### src/rtl/pixel_word_packer.sv
// pixel_word_packer: packs one binary pixel per handshake into WordBits-wide row words for the row-register bank.
// Define PIXEL_PACKER_OVERRUN_EN to build the sticky Overrun detector; otherwise Overrun is tied to 0.
module pixel_word_packer #(
  parameter int WordBits = 28,
  parameter int NrOfRows = 28,
  parameter int AddrBits = 5
) (
  input  logic                Clock,
  input  logic                Reset,
  input  logic                Tick,
  input  logic                Start,
  input  logic                PixValid,
  input  logic                PixData,
  output logic                PixReady,
  output logic [WordBits-1:0] WordOut,
  output logic                WordWe,
  output logic [AddrBits-1:0] WordAddr,
  output logic                Busy,
  output logic                FrameDone,
  output logic                Overrun
);
  localparam int ColBits = $clog2(WordBits + 1);
  localparam logic [ColBits-1:0] LastCol = ColBits'(WordBits - 1);
  localparam logic [AddrBits-1:0] LastRow = AddrBits'(NrOfRows - 1);
  typedef enum logic [1:0] {IDLE, FILL, WRITE, DONE} state_t;
  state_t state, state_nxt;
  logic [WordBits-1:0] sr, sr_nxt, word, word_nxt;
  logic [ColBits-1:0] col, col_nxt;
  logic [AddrBits-1:0] row, row_nxt;
  always_ff @(posedge Clock or posedge Reset) begin
    if (Reset) begin
      state <= IDLE;
      sr    <= '0;
      word  <= '0;
      col   <= '0;
      row   <= '0;
    end else begin
      state <= state_nxt;
      sr    <= sr_nxt;
      word  <= word_nxt;
      col   <= col_nxt;
      row   <= row_nxt;
    end
  end
  // Every update is gated by Tick so the block freezes completely between Ticks.
  always_comb begin
    state_nxt = state;
    sr_nxt    = sr;
    word_nxt  = word;
    col_nxt   = col;
    row_nxt   = row;
    if (Tick) begin
      case (state)
        IDLE: if (Start) begin
          state_nxt = FILL;
          sr_nxt    = '0;
          col_nxt   = '0;
          row_nxt   = '0;
        end
        FILL: if (PixValid) begin
          sr_nxt  = {sr[WordBits-2:0], PixData};
          col_nxt = col + 1'b1;
          if (col == LastCol) begin
            state_nxt = WRITE;
            word_nxt  = {sr[WordBits-2:0], PixData};
          end
        end
        WRITE: if (row == LastRow) state_nxt = DONE;
        else begin
          state_nxt = FILL;
          row_nxt   = row + 1'b1;
          col_nxt   = '0;
        end
        DONE: state_nxt = IDLE;
      endcase
    end
  end
  assign PixReady  = state == FILL;
  assign WordWe    = state == WRITE;
  assign FrameDone = state == DONE;
  assign Busy      = state != IDLE;
  assign WordOut   = word;
  assign WordAddr  = row;
`ifdef PIXEL_PACKER_OVERRUN_EN
  logic overrun;
  always_ff @(posedge Clock or posedge Reset) begin
    if (Reset) overrun <= 1'b0;
    else if (Tick && state == IDLE && Start) overrun <= 1'b0;
    else if (Tick && PixValid && (state == WRITE || state == DONE)) overrun <= 1'b1;
  end
  assign Overrun = overrun;
`else
  assign Overrun = 1'b0;
`endif
endmodule
### config.mk
export PLATFORM = sky130hd
export DESIGN_NAME = pixel_word_packer
export DESIGN_NICKNAME = d
export VERILOG_FILES = /design/src/rtl/pixel_word_packer.sv
export SDC_FILE = /design/constraint.sdc
export NUM_CORES = 1
export LEC_CHECK = 0
export BUFFER_PORTS_ARGS = -buffer_cell sky130_fd_sc_hd__buf_2
export CAP_MARGIN = 20
export CORE_MARGIN = 2
export CORE_UTILIZATION = 45
export DETAILED_ROUTE_END_ITERATION = 8
export PLACE_DENSITY = 0.72
export SLEW_MARGIN = 20
export SYNTH_ARGS = -nofsm -noshare
export SYNTH_HDL_FRONTEND = slang
export SYNTH_SLANG_ARGS = --single-unit
export TNS_END_PERCENT = 1
### constraint.sdc
create_clock -name Clock -period 2.25 [get_ports Clock]
set_clock_uncertainty 0.1 [all_clocks]
set_input_delay 0.45 -clock Clock [delete_from_list [all_inputs] [get_ports Clock]]
set_output_delay 0.45 -clock Clock [all_outputs]
set_load 0.02 [all_outputs]
==> summary.md, run 1 <==
| Metric | Value |
|---|---|
| Outcome | `completed` |
| Share of layout cells above drive strength 1 | `between 30 and 40%` |
| Flop-to-flop setup slack | `about 0.18 ns` |
| RSZ-0062 raised after global routing | `false` |
| Initial Util | `46.05%` |
| Critical Path End Type | `flop` |
| Num rows | `28` |
| Synth Register Bits | `67` |
| Antenna-violating nets left | `0` |
| Clk Latency, worst-skew pair | `about 0.34 ns` |
| Min cycle time layout | `2.072 ns` |
| Slowest Stage Delay on Critical Path | `~0.8 ns` |
| Setup Viol. Count Final | `0` |
| Worst endpoint required time | `between 2 and 2.5 ns` |
| Port buffer count | `between 40 and 50` |
| CTS Buf Count | `9` |
| Filler cells | `497` |
| Dominant cell type by area after synthesis | `dfrtp_1` |
| RePlAce Congestion | `0.8704` |
| DR pass1 iterations | `4` |
| P_leak | `1.681 nW` |
| Clock transition at path regs | `0.07 ns` |
| Primary FF master, synth | `dfrtp_1` |
| Largest net degree at the start of global routing | `30` |
| Final instance area | `~3200 um^2` |
| MaxCap Viol Count | `0` |
| Initial antenna violation count | `0` |
| DR WL/cell | `roughly 15 um` |
| Relative max-transition margin | `36.31%` |
| Die ar. | `6659 um^2` |
| Crit-path cells | `nand2b_2, clkinv_2, and3_1, a22o_1` |
| FFs w/ async S/R, synth | `100.0%` |
| CTS root buffer | `clkbuf_8` |
| GRT Residual Overflow | `0` |
| Post-synth EDFFs | `0` |
| CTS sink cnt | `67` |
| Yosys top cell area share | `approximately 62%` |
| Final Net Count | `252` |
| Synthesized area | `roughly 2700 um^2` |
| DR iter-0 viols | `115` |
| Fmax | `0.4825 GHz` |
| DR DRC count | `0` |
| Ports | `44` |
| Die Y | `81.61 um` |
| Tot GR Track Use | `16.78%` |
| Synth warnings | `0` |
| Critical path buffers and inverters | `1` |
| Power Density | `957.6 nW/um^2` |
| CTS tree | `done` |
| Dpl hpwl | `3.321 mm` |
| Vias | `1709` |
| CTS H-tree depth | `3` |
| Die width | `81.61 um` |
| Vias in the first global route | `roughly 1700` |
| Vias/cell | `5.275` |
| Startpoint types | `flop` |
| Diode count | `0` |
| Core ar. | `5886 um^2` |
| Critical Path AT | `approximately 2.2 ns` |
| Pins Over Slew Limit | `0` |
| Cell family with most CP delay | `simple AND/OR/NAND/NOR gates` |
| Final hold vios | `0` |
| Setup CP Type | `flop to flop` |
| Worst Hold Class | `input port to flop` |
| Area Overhead vs Synth | `18.74%` |
| Global-route wire length before repair | `8.211 mm` |
| Fin Setup TNS | `0 ns` |
| Top Layer Used | `met4` |
| Mean Syn Cell Area | `13.83 um^2` |
| Routed WL | `4.813 mm` |
| Period utilization | `92.11%` |
| Synth cell count leaders | `dfrtp_1, a22o_1, mux2_2` |
| Met2 wire length | `2.198 mm` |
| Register area | `1677 um^2` |
| Largest buffer count on any clock path | `2` |
| Top post-synthesis cells by area | `dfrtp_1, a22o_1, mux2_2` |
| Sequential share of the synthesized area | `61.87%` |
| Multi-input gate area | `942.2 um^2` |
| CP max FO | `27` |
| Met3 WL | `233 um` |
| Post-Route M1 WL | `2.293 mm` |
| Post-Syn Nets | `204` |
| Synth Instances | `196` |
| Worst Tran Pin Value | `between 0.9 and 1 ns` |
| Placed Area | `3005 um^2` |
| Most frequent cell after synthesis | `dfrtp_1` |
| Post-CTS Setup Bufs | `0` |
| VDD IR max | `0.0004658 V` |
| Slowest cell on the critical path | `and3_1` |
| Distinct cells, synth | `35` |
==> kinds of logic (layout without fill, tap and decap cells) <==
family	count (synthesis)	count (layout)	synth area share, %
flip-flops	67	67	61.87
AO/OA/AOI/OAI	45	45	13.16
multiplexers	33	33	13.57
AND/OR/NAND/NOR	32	32	6.972
buffers and inverters	16	69	3.370
adder cells (fa/ha/maj)	2	2	0.9232
other	1	1	0.1384
==> state kept, by name (all words and copies together) (netlist names) <==
signal and flops:
WordOut 28, sr 27, WordAddr 5, col 5, state 2
==> worst paths after layout <==
path                       startpoint         end  cells past startpoint
max                          state[1]      sr[24]                      4
min                           PixData       sr[0]                      2
max reg2reg                  state[1]      sr[24]                      4
min reg2reg                WordOut[4]  WordOut[4]                      1
max in group asynchronous       Reset      sr[20]                      4
min in group asynchronous       Reset      sr[12]                      3
==> routing by layer <==
layer	track usage, %	up-vias
met1	23.91	861
met2	23.28	28
met5	0	-
met3	5.604	8
li1	-	812
met4	7.500	0
==> worst reg2reg max path: stages, from the launching register on <==
cell      delay [ns]
dfrtp_1         0.47
nand2b_2        0.26
clkinv_2        0.12
and3_1          0.80
a22o_1          0.27
==> layout make-up <==
cell class	count	share of cell area (%)
multi-input cells	113	29.28
well taps	75	2.916
flip-flops and latches	67	52.10
inverters	5	0.6221
clock inverters	6	2.022
clock buffers	10	4.277
repair buffers	48	8.787
==> repair_timing <==
| item | in CTS | in global routing |
|---|---|---|
| resized for setup | 0 | 0 |
| endpoints found under the hold margin | 17 | 0 |
| hold buffers | 1 | 0 |
==> through the flow <==
stage               utilization, %  instances  total power, mW  setup WS, ns  hold WS (ns)
finish                       54.68        324            3.082        0.1776        0.2414
global placement             51.06        307            2.096        0.2780        0.3579
floorplan                        -        196            1.939       0.01684        0.3673
CTS                          54.68        324            3.118        0.1768        0.2232
global route                 54.68        324            3.263       0.01904        0.2508
detailed placement           51.06        307            2.118        0.1945        0.3627
==> placed cells by master, fill, tap and decap left out, drive strengths merged <==
master	count
dfrtp	67
buf	47
mux2	30
a22o	28
o21ai	10
clkbuf	10
nand3	8
clkinv	5
nand2	4
nor2	4
inv	4
nor2b	3
nor3	3
mux2i	3
and2	2
nand4b	2
a21o	2
ha	2
nand2b	1
and3	1
and4b	1
nand3b	1
a211o	1
o31ai	1
o2bb2ai	1
a32o	1
or2	1
nor4b	1
a21oi	1
conb	1
clkinvlp	1
bufinv	1
dlygate4sd3	1
==> power by group <==
part	internal, mW	switching (mW)	leakage (nW)
logic	0.242	0.325	0.664
clock network	0.541	0.453	0.102
registers	1.36	0.159	0.914
Power figures use the tool's default switching activity.
==> run 2, diff against run 1 <==
CORE_MARGIN = not set   (was 2)
GPL_TIMING_DRIVEN = 0   (was not set)
==> run 2 against run 1 <==
Net effect:
- critical path depth down 1
- clock-buffer cell count up 4
- first-iteration DRC count up 30%
- combinational power up 7.4%
- cell area up 0.39%
- final cell count up 1.2%
- fmax up 4.4%
- flip-flop and latch count unchanged
- worst hold slack better by 0.026 ns
- power down 0.40%
- critical path type is now flop to output port
==> summary.md, run 2 (synthesized netlist as in run 1, its figures left out) <==
| Metric | Value |
|---|---|
| Initial Util | `48.04% (was 46.05%)` |
| Die ar. | `6337 um^2 (was 6659 um^2)` |
| Diode count | `0 (unchanged)` |
| Min cycle time layout | `1.985 ns (was 2.072 ns)` |
| Worst setup margin | `0.2653 ns (was 0.1776 ns)` |
| RePlAce Congestion | `0.8097 (was 0.8704)` |
| Die width | `79.61 um (was 81.61 um)` |
| Total internal power | `2.159 mW (was 2.145 mW)` |
| Antenna-violating nets left | `0 (unchanged)` |
| Final Net Count | `259 (was 252)` |
| CTS sink cnt | `67 (unchanged)` |
| Dpl hpwl | `3.228 mm (was 3.321 mm)` |
| Startpoint types | `flop (unchanged)` |
| Most common cell after layout, fill and taps aside | `dfrtp_1 (unchanged)` |
| Core Util, Final | `57.26% (was 54.68%)` |
| Area Overhead vs Synth | `19.21% (was 18.74%)` |
| Switching Power | `0.9108 mW (was 0.9364 mW)` |
| R2r startpoint | `state[1] (unchanged)` |
| Slowest cell on the critical path | `dfrtp_1 (was and3_1)` |
| Fmax | `0.5039 GHz (was 0.4825 GHz)` |
| Die Y | `79.61 um (was 81.61 um)` |
| Critical Path End Type | `output port (was flop)` |
| DR DRC count | `0 (unchanged)` |
| Worst endpoint required time | `1.70 ns (was 2.42 ns)` |
| Switching portion of total power | `29.68% (was 30.39%)` |
| Share of layout cells above drive strength 1 | `36.33% (was 36.55%)` |
| Combinational Power Share | `19.8% (was 18.4%)` |
| Clk Latency, worst-skew pair | `0.33 ns (was 0.34 ns)` |
| Flop-to-flop setup slack | `0.42 ns (was 0.18 ns)` |
| Worst Reg-to-Reg Cells | `7 (was 4)` |
| DR WL/cell | `14.67 um (was 14.85 um)` |
| Number of cells on the critical path | `3 (was 4)` |
| P_leak | `1.702 nW (was 1.681 nW)` |
| Critical Path AT | `1.43 ns (was 2.24 ns)` |
| RSZ-0062 raised after global routing | `false (unchanged)` |
| Pre-CTS setup slack | `0.4165 ns (was 0.1945 ns)` |
| CTS root buffer | `clkbuf_8 (unchanged)` |
| Core ar. | `5642 um^2 (was 5886 um^2)` |
| DR iter-0 viols | `150 (was 115)` |
| Global-route wire length before repair | `8.128 mm (was 8.211 mm)` |
| Period utilization | `88.21% (was 92.11%)` |
| Clock power frac | `31.4% (was 32.2%)` |
| Hold Buf Count CTS | `1 (unchanged)` |
| Port buffer count | `42 (unchanged)` |
| Largest buffer count on any clock path | `2 (unchanged)` |
| Largest net degree at the start of global routing | `43 (was 30)` |
| Outcome | `completed (unchanged)` |
| Worst Hold Class | `input port to flop (unchanged)` |
| MaxCap Viol Count | `0 (unchanged)` |
| CTS resizes | `0 (unchanged)` |
| Num rows | `27 (was 28)` |
| CP max FO | `10 (was 27)` |
| Max reg flops | `28 (unchanged)` |
| Placed Area | `3033 um^2 (was 3005 um^2)` |
| Final hold vios | `0 (unchanged)` |
| WHS | `0.2672 ns (was 0.2414 ns)` |
| Ports | `44 (unchanged)` |
| Clock transition at path regs | `0.07 ns (about the same)` |
| CTS tree | `done (unchanged)` |
| Critical path buffers and inverters | `2 (was 1)` |
| Most frequent cells in the layout | `dfrtp_1, buf_2, a22o_1, mux2_2 (unchanged)` |
| Setup Viol. Count Final | `0 (unchanged)` |
| Pins Over Slew Limit | `0 (unchanged)` |
| Worst Hold Depth | `2 (unchanged)` |
| Seq pwr share | `48.8% (was 49.4%)` |
| Cell family with most CP delay | `flip-flops (was simple AND/OR/NAND/NOR gates)` |
| Routed WL | `4.813 mm (unchanged)` |
| Power Density | `950.1 nW/um^2 (was 957.6 nW/um^2)` |
| CTS H-tree depth | `3 (unchanged)` |
| Vias | `1746 (was 1709)` |
| Final instance area | `3231 um^2 (was 3218 um^2)` |
| VDD IR max | `0.0006532 V (was 0.0004658 V)` |
| Post-CTS Setup Bufs | `0 (unchanged)` |
| CTS Buf Count | `9 (unchanged)` |
| Hold path startpoint | `PixData (unchanged)` |
| Slowest Stage Delay on Critical Path | `0.42 ns (was 0.80 ns)` |
| Initial antenna violation count | `0 (unchanged)` |
| Vias in the first global route | `1700 (was 1667)` |
| Tot GR Track Use | `17.00% (was 16.78%)` |
| GRT Residual Overflow | `0 (unchanged)` |
| Setup CP Type | `flop to output port (was flop to flop)` |
| Vias/cell | `5.323 (was 5.275)` |
| WHS Endpoint | `sr[0] (unchanged)` |
| Crit-path cells | `clkbuf_1, or2_2, buf_2 (was nand2b_2, clkinv_2, and3_1, a22o_1)` |
| Crit Reg-Reg Endpoint | `WordOut[0] (was sr[24])` |
| DR pass1 iterations | `4 (unchanged)` |
-- run 2: changes by cell type in the layout (fill, tap and decap cells not counted) --
| cell | before | now |
|---|---|---|
| buf_12 | 2 | 1 |
| buf_2 | 42 | 48 |
| buf_4 | 3 | 2 |
| buf_6 | 0 | 2 |
| clkbuf_1 | 0 | 5 |
| clkinv_2 | 3 | 2 |
| clkinv_4 | 2 | 0 |
| clkinvlp_4 | 1 | 0 |
| inv_2 | 1 | 0 |
| inv_4 | 0 | 1 |
-- run 2: final cells by class --
class	instances	area, um^2
sequential	67	1677
multi-input combinational	113	942.2
tap	72	90.09
clock inverter	2	35.03
buffer	11	71.32
fill	437	2411
inverter	5	22.52
timing repair buffer	44	240.2
clock buffer	14	152.6
-- run 2: layer usage --
| layer | GRT usage [%] | vias to the layer above | part of all wire [%] |
|---|---|---|---|
| met3 | 5.257 | 5 | 5.0 |
| li1 | - | 828 | - |
| met4 | 7.091 | 0 | 0.91 |
| met1 | 24.25 | 867 | 48 |
| met5 | 0 | - | 0 |
| met2 | 23.93 | 46 | 46 |
-- run 2: worst max-delay path by stage --
stage	end	slack, ns	start
2_1_floorplan	WordAddr[0]	0.02	Reset
3_3_place_gp	WordOut[21]	-0.75	Reset
3_5_place_dp	WordOut[0]	0.42	state[1]
4_1_cts	Busy	0.26	state[0]
5_1_grt	Busy	0.17	state[0]
6_report	Busy	0.27	state[0]
-- run 2: power groups by stage --
stage	Sequential, mW	Combinational [mW]	Clock [mW]
3_5_place_dp	1.52	0.612	0
5_1_grt	1.52	0.680	1.04
4_1_cts	1.50	0.616	0.976
2_1_floorplan	1.55	0.390	0
3_3_place_gp	1.51	0.590	0
6_report	1.50	0.608	0.964
-- run 2: stage by stage --
| stage | total power [mW] | instances | TNS [ns] |
|---|---|---|---|
| after floorplan | 1.939 | 196 | 0 |
| after global placement | 2.102 | 310 | -49.87 |
| after detailed placement | 2.130 | 311 | 0 |
| after CTS | 3.089 | 328 | 0 |
| after global routing | 3.243 | 328 | 0 |
| final | 3.069 | 328 | 0 |
==> run 3, diff against run 2 <==
CORE_ASPECT_RATIO = 0.9   (was not set)
SKIP_LAST_GASP = 1   (was not set)
==> run 3 against run 2 <==
Net effect:
- critical path depth unchanged
- die area unchanged
- the flow now finishes with violations (DRC)
- sequential share of layout area decreased by 0.93 points
- register-to-register slack got worse by 0.02 ns
- non-clock buffer count unchanged
- critical path type unchanged
- fmax decreased by 0.79%
- highest routed layer unchanged
- routed wire length increased by 0.58%
- first-iteration DRC count decreased by 38%
==> summary.md, run 3 (synthesized netlist as in run 1, its figures left out) <==
| Metric | Value |
|---|---|
| Outcome | `complete, but fails checks (was completed)` |
| Failing checks | `DRC` |
| Diode count | `0 (unchanged)` |
| Largest net degree at the start of global routing | `41 (was 43)` |
| Largest buffer count on any clock path | `2 (unchanged)` |
| CTS sink cnt | `67 (unchanged)` |
| Initial antenna violation count | `0 (unchanged)` |
| Pre-CTS setup slack | `0.4203 ns (was 0.4165 ns)` |
| Clk Latency, worst-skew pair | `0.34 ns (was 0.33 ns)` |
| Die width | `83.80 um (was 79.61 um)` |
| RePlAce Congestion | `0.7837 (was 0.8097)` |
| Startpoint types | `flop (unchanged)` |
| Share of layout cells above drive strength 1 | `37.89% (was 36.33%)` |
| RSZ-0062 raised after global routing | `false (unchanged)` |
| Slowest cell on the critical path | `dfrtp_1 (unchanged)` |
| Max reg flops | `28 (unchanged)` |
| CTS tree | `done (unchanged)` |
| Slowest Stage Delay on Critical Path | `0.42 ns (about the same)` |
| Worst endpoint required time | `1.70 ns (about the same)` |
| Post-CTS Setup Bufs | `0 (unchanged)` |
| Placed Area | `3030 um^2 (was 3033 um^2)` |
| Multi-input gate area | `942.2 um^2 (unchanged)` |
| Fmax | `0.4999 GHz (was 0.5039 GHz)` |
| Final hold vios | `0 (unchanged)` |
| Crit-path cells | `clkbuf_1, or2_2, buf_2 (unchanged)` |
| Pwr Total | `3.342 mW (was 3.069 mW)` |
| Register area | `1677 um^2 (unchanged)` |
| Port buffer count | `42 (unchanged)` |
| Period utilization | `88.91% (was 88.21%)` |
| Critical Path End Type | `output port (unchanged)` |
| Critical Path AT | `1.45 ns (was 1.43 ns)` |
| Core ar. | `5758 um^2 (was 5642 um^2)` |
| Fin cells | `326 (was 328)` |
| Num rows | `26 (was 27)` |
| Die Y | `75.62 um (was 79.61 um)` |
| DR iter-0 viols | `93 (was 150)` |
| Setup Viol. Count Final | `0 (unchanged)` |
| Min cycle time layout | `2.001 ns (was 1.985 ns)` |
| Ports | `44 (unchanged)` |
| Die ar. | `6337 um^2 (unchanged)` |
| Clock transition at path regs | `0.07 ns (about the same)` |
| P_leak | `1.730 nW (was 1.702 nW)` |
| CTS root buffer | `clkbuf_8 (unchanged)` |
| Pins Over Slew Limit | `0 (unchanged)` |
| Filler cells | `473 (was 437)` |
| CP max FO | `10 (unchanged)` |
| Antenna-violating nets left | `0 (unchanged)` |
| Dpl hpwl | `3.129 mm (was 3.228 mm)` |
| Setup CP Type | `flop to output port (unchanged)` |
| CTS H-tree depth | `3 (unchanged)` |
| Worst setup margin | `0.2495 ns (was 0.2653 ns)` |
| DR DRC count | `2 (was 0)` |
| Cell Count Post-Placement | `309 (was 311)` |
| DR pass1 iterations | `7 (was 4)` |
| Power Density | `1016 nW/um^2 (was 950.1 nW/um^2)` |
| GRT Residual Overflow | `0 (unchanged)` |
| Vias in the first global route | `1671 (was 1700)` |
| VDD IR max | `0.0005685 V (was 0.0006532 V)` |
| DR WL/cell | `14.85 um (was 14.67 um)` |
| Most common cell after layout, fill and taps aside | `dfrtp_1 (unchanged)` |
| Final instance area | `3289 um^2 (was 3231 um^2)` |
| Worst Hold Class | `input port to flop (unchanged)` |
| Final Net Count | `259 (unchanged)` |
| Most frequent cells in the layout | `dfrtp_1, buf_2, a22o_1, mux2_2 (unchanged)` |
| Vias | `1767 (was 1746)` |
| MaxCap Viol Count | `0 (unchanged)` |
| Tot GR Track Use | `17.08% (was 17.00%)` |
| Global-route wire length before repair | `8.155 mm (was 8.128 mm)` |
| Vias/cell | `5.420 (was 5.323)` |
| Routed WL | `4.841 mm (was 4.813 mm)` |
| CTS Buf Count | `9 (unchanged)` |
| Initial Util | `47.07% (was 48.04%)` |
| Area Overhead vs Synth | `21.38% (was 19.21%)` |
-- run 3: path summary, 6_finish.rpt --
path	from	to	cells after the start	slack (ns)
max	state[0]	Busy	3	0.25
min	PixData	sr[0]	2	0.25
max reg2reg	WordAddr[0]	col[2]	5	0.40
min reg2reg	WordOut[0]	WordOut[0]	1	0.38
max in group asynchronous	Reset	WordOut[4]	4	0.99
min in group asynchronous	Reset	sr[17]	3	0.54
-- run 3: layout make-up --
type                    instances  area share (%)
well taps                      70           2.663
clock buffers                  10           4.184
plain buffers                  11           2.168
flip-flops and latches         67           50.97
repair buffers                 44           7.303
multi-input cells             113           28.64
inverters                       5          0.6847
clock inverters                 6           3.385
-- run 3: worst max-delay path: cells and delay by family, from the launching register on --
kind                   cells  cell delay, ns
buffers and inverters      2            0.38
and+or+nand+nor            1            0.31
DFF                        1            0.42
-- run 3: metal layers --
layer	track usage (%)	part of all wire, %
met4	5.172	1.4
met5	0	0
met3	6.176	3.7
met2	25.68	45
met1	23.62	50
-- run 3: where the power goes --
group | internal [mW] | leakage, nW | switching, mW
clock | 0.768 | 0.123 | 0.474
sequential | 1.36 | 0.914 | 0.134
combinational | 0.252 | 0.692 | 0.352
-- run 3: what timing repair did --
action	in CTS	in global routing
endpoints found under the hold margin	27	0
endpoints found under the setup margin	0	0
resized for setup	0	0
hold buffers	1	0
-- run 3: stage by stage --
| stage | TNS, ns | util [%] | hold slack, ns |
|---|---|---|---|
| 2_1_floorplan | 0 | - | 0.3673 |
| 3_3_place_gp | -48.40 | 52.24 | 0.3651 |
| 3_5_place_dp | 0 | 52.63 | 0.3616 |
| 4_1_cts | 0 | 57.13 | 0.2361 |
| 5_1_grt | 0 | 57.13 | 0.2373 |
| 6_report | 0 | 57.13 | 0.2514 |
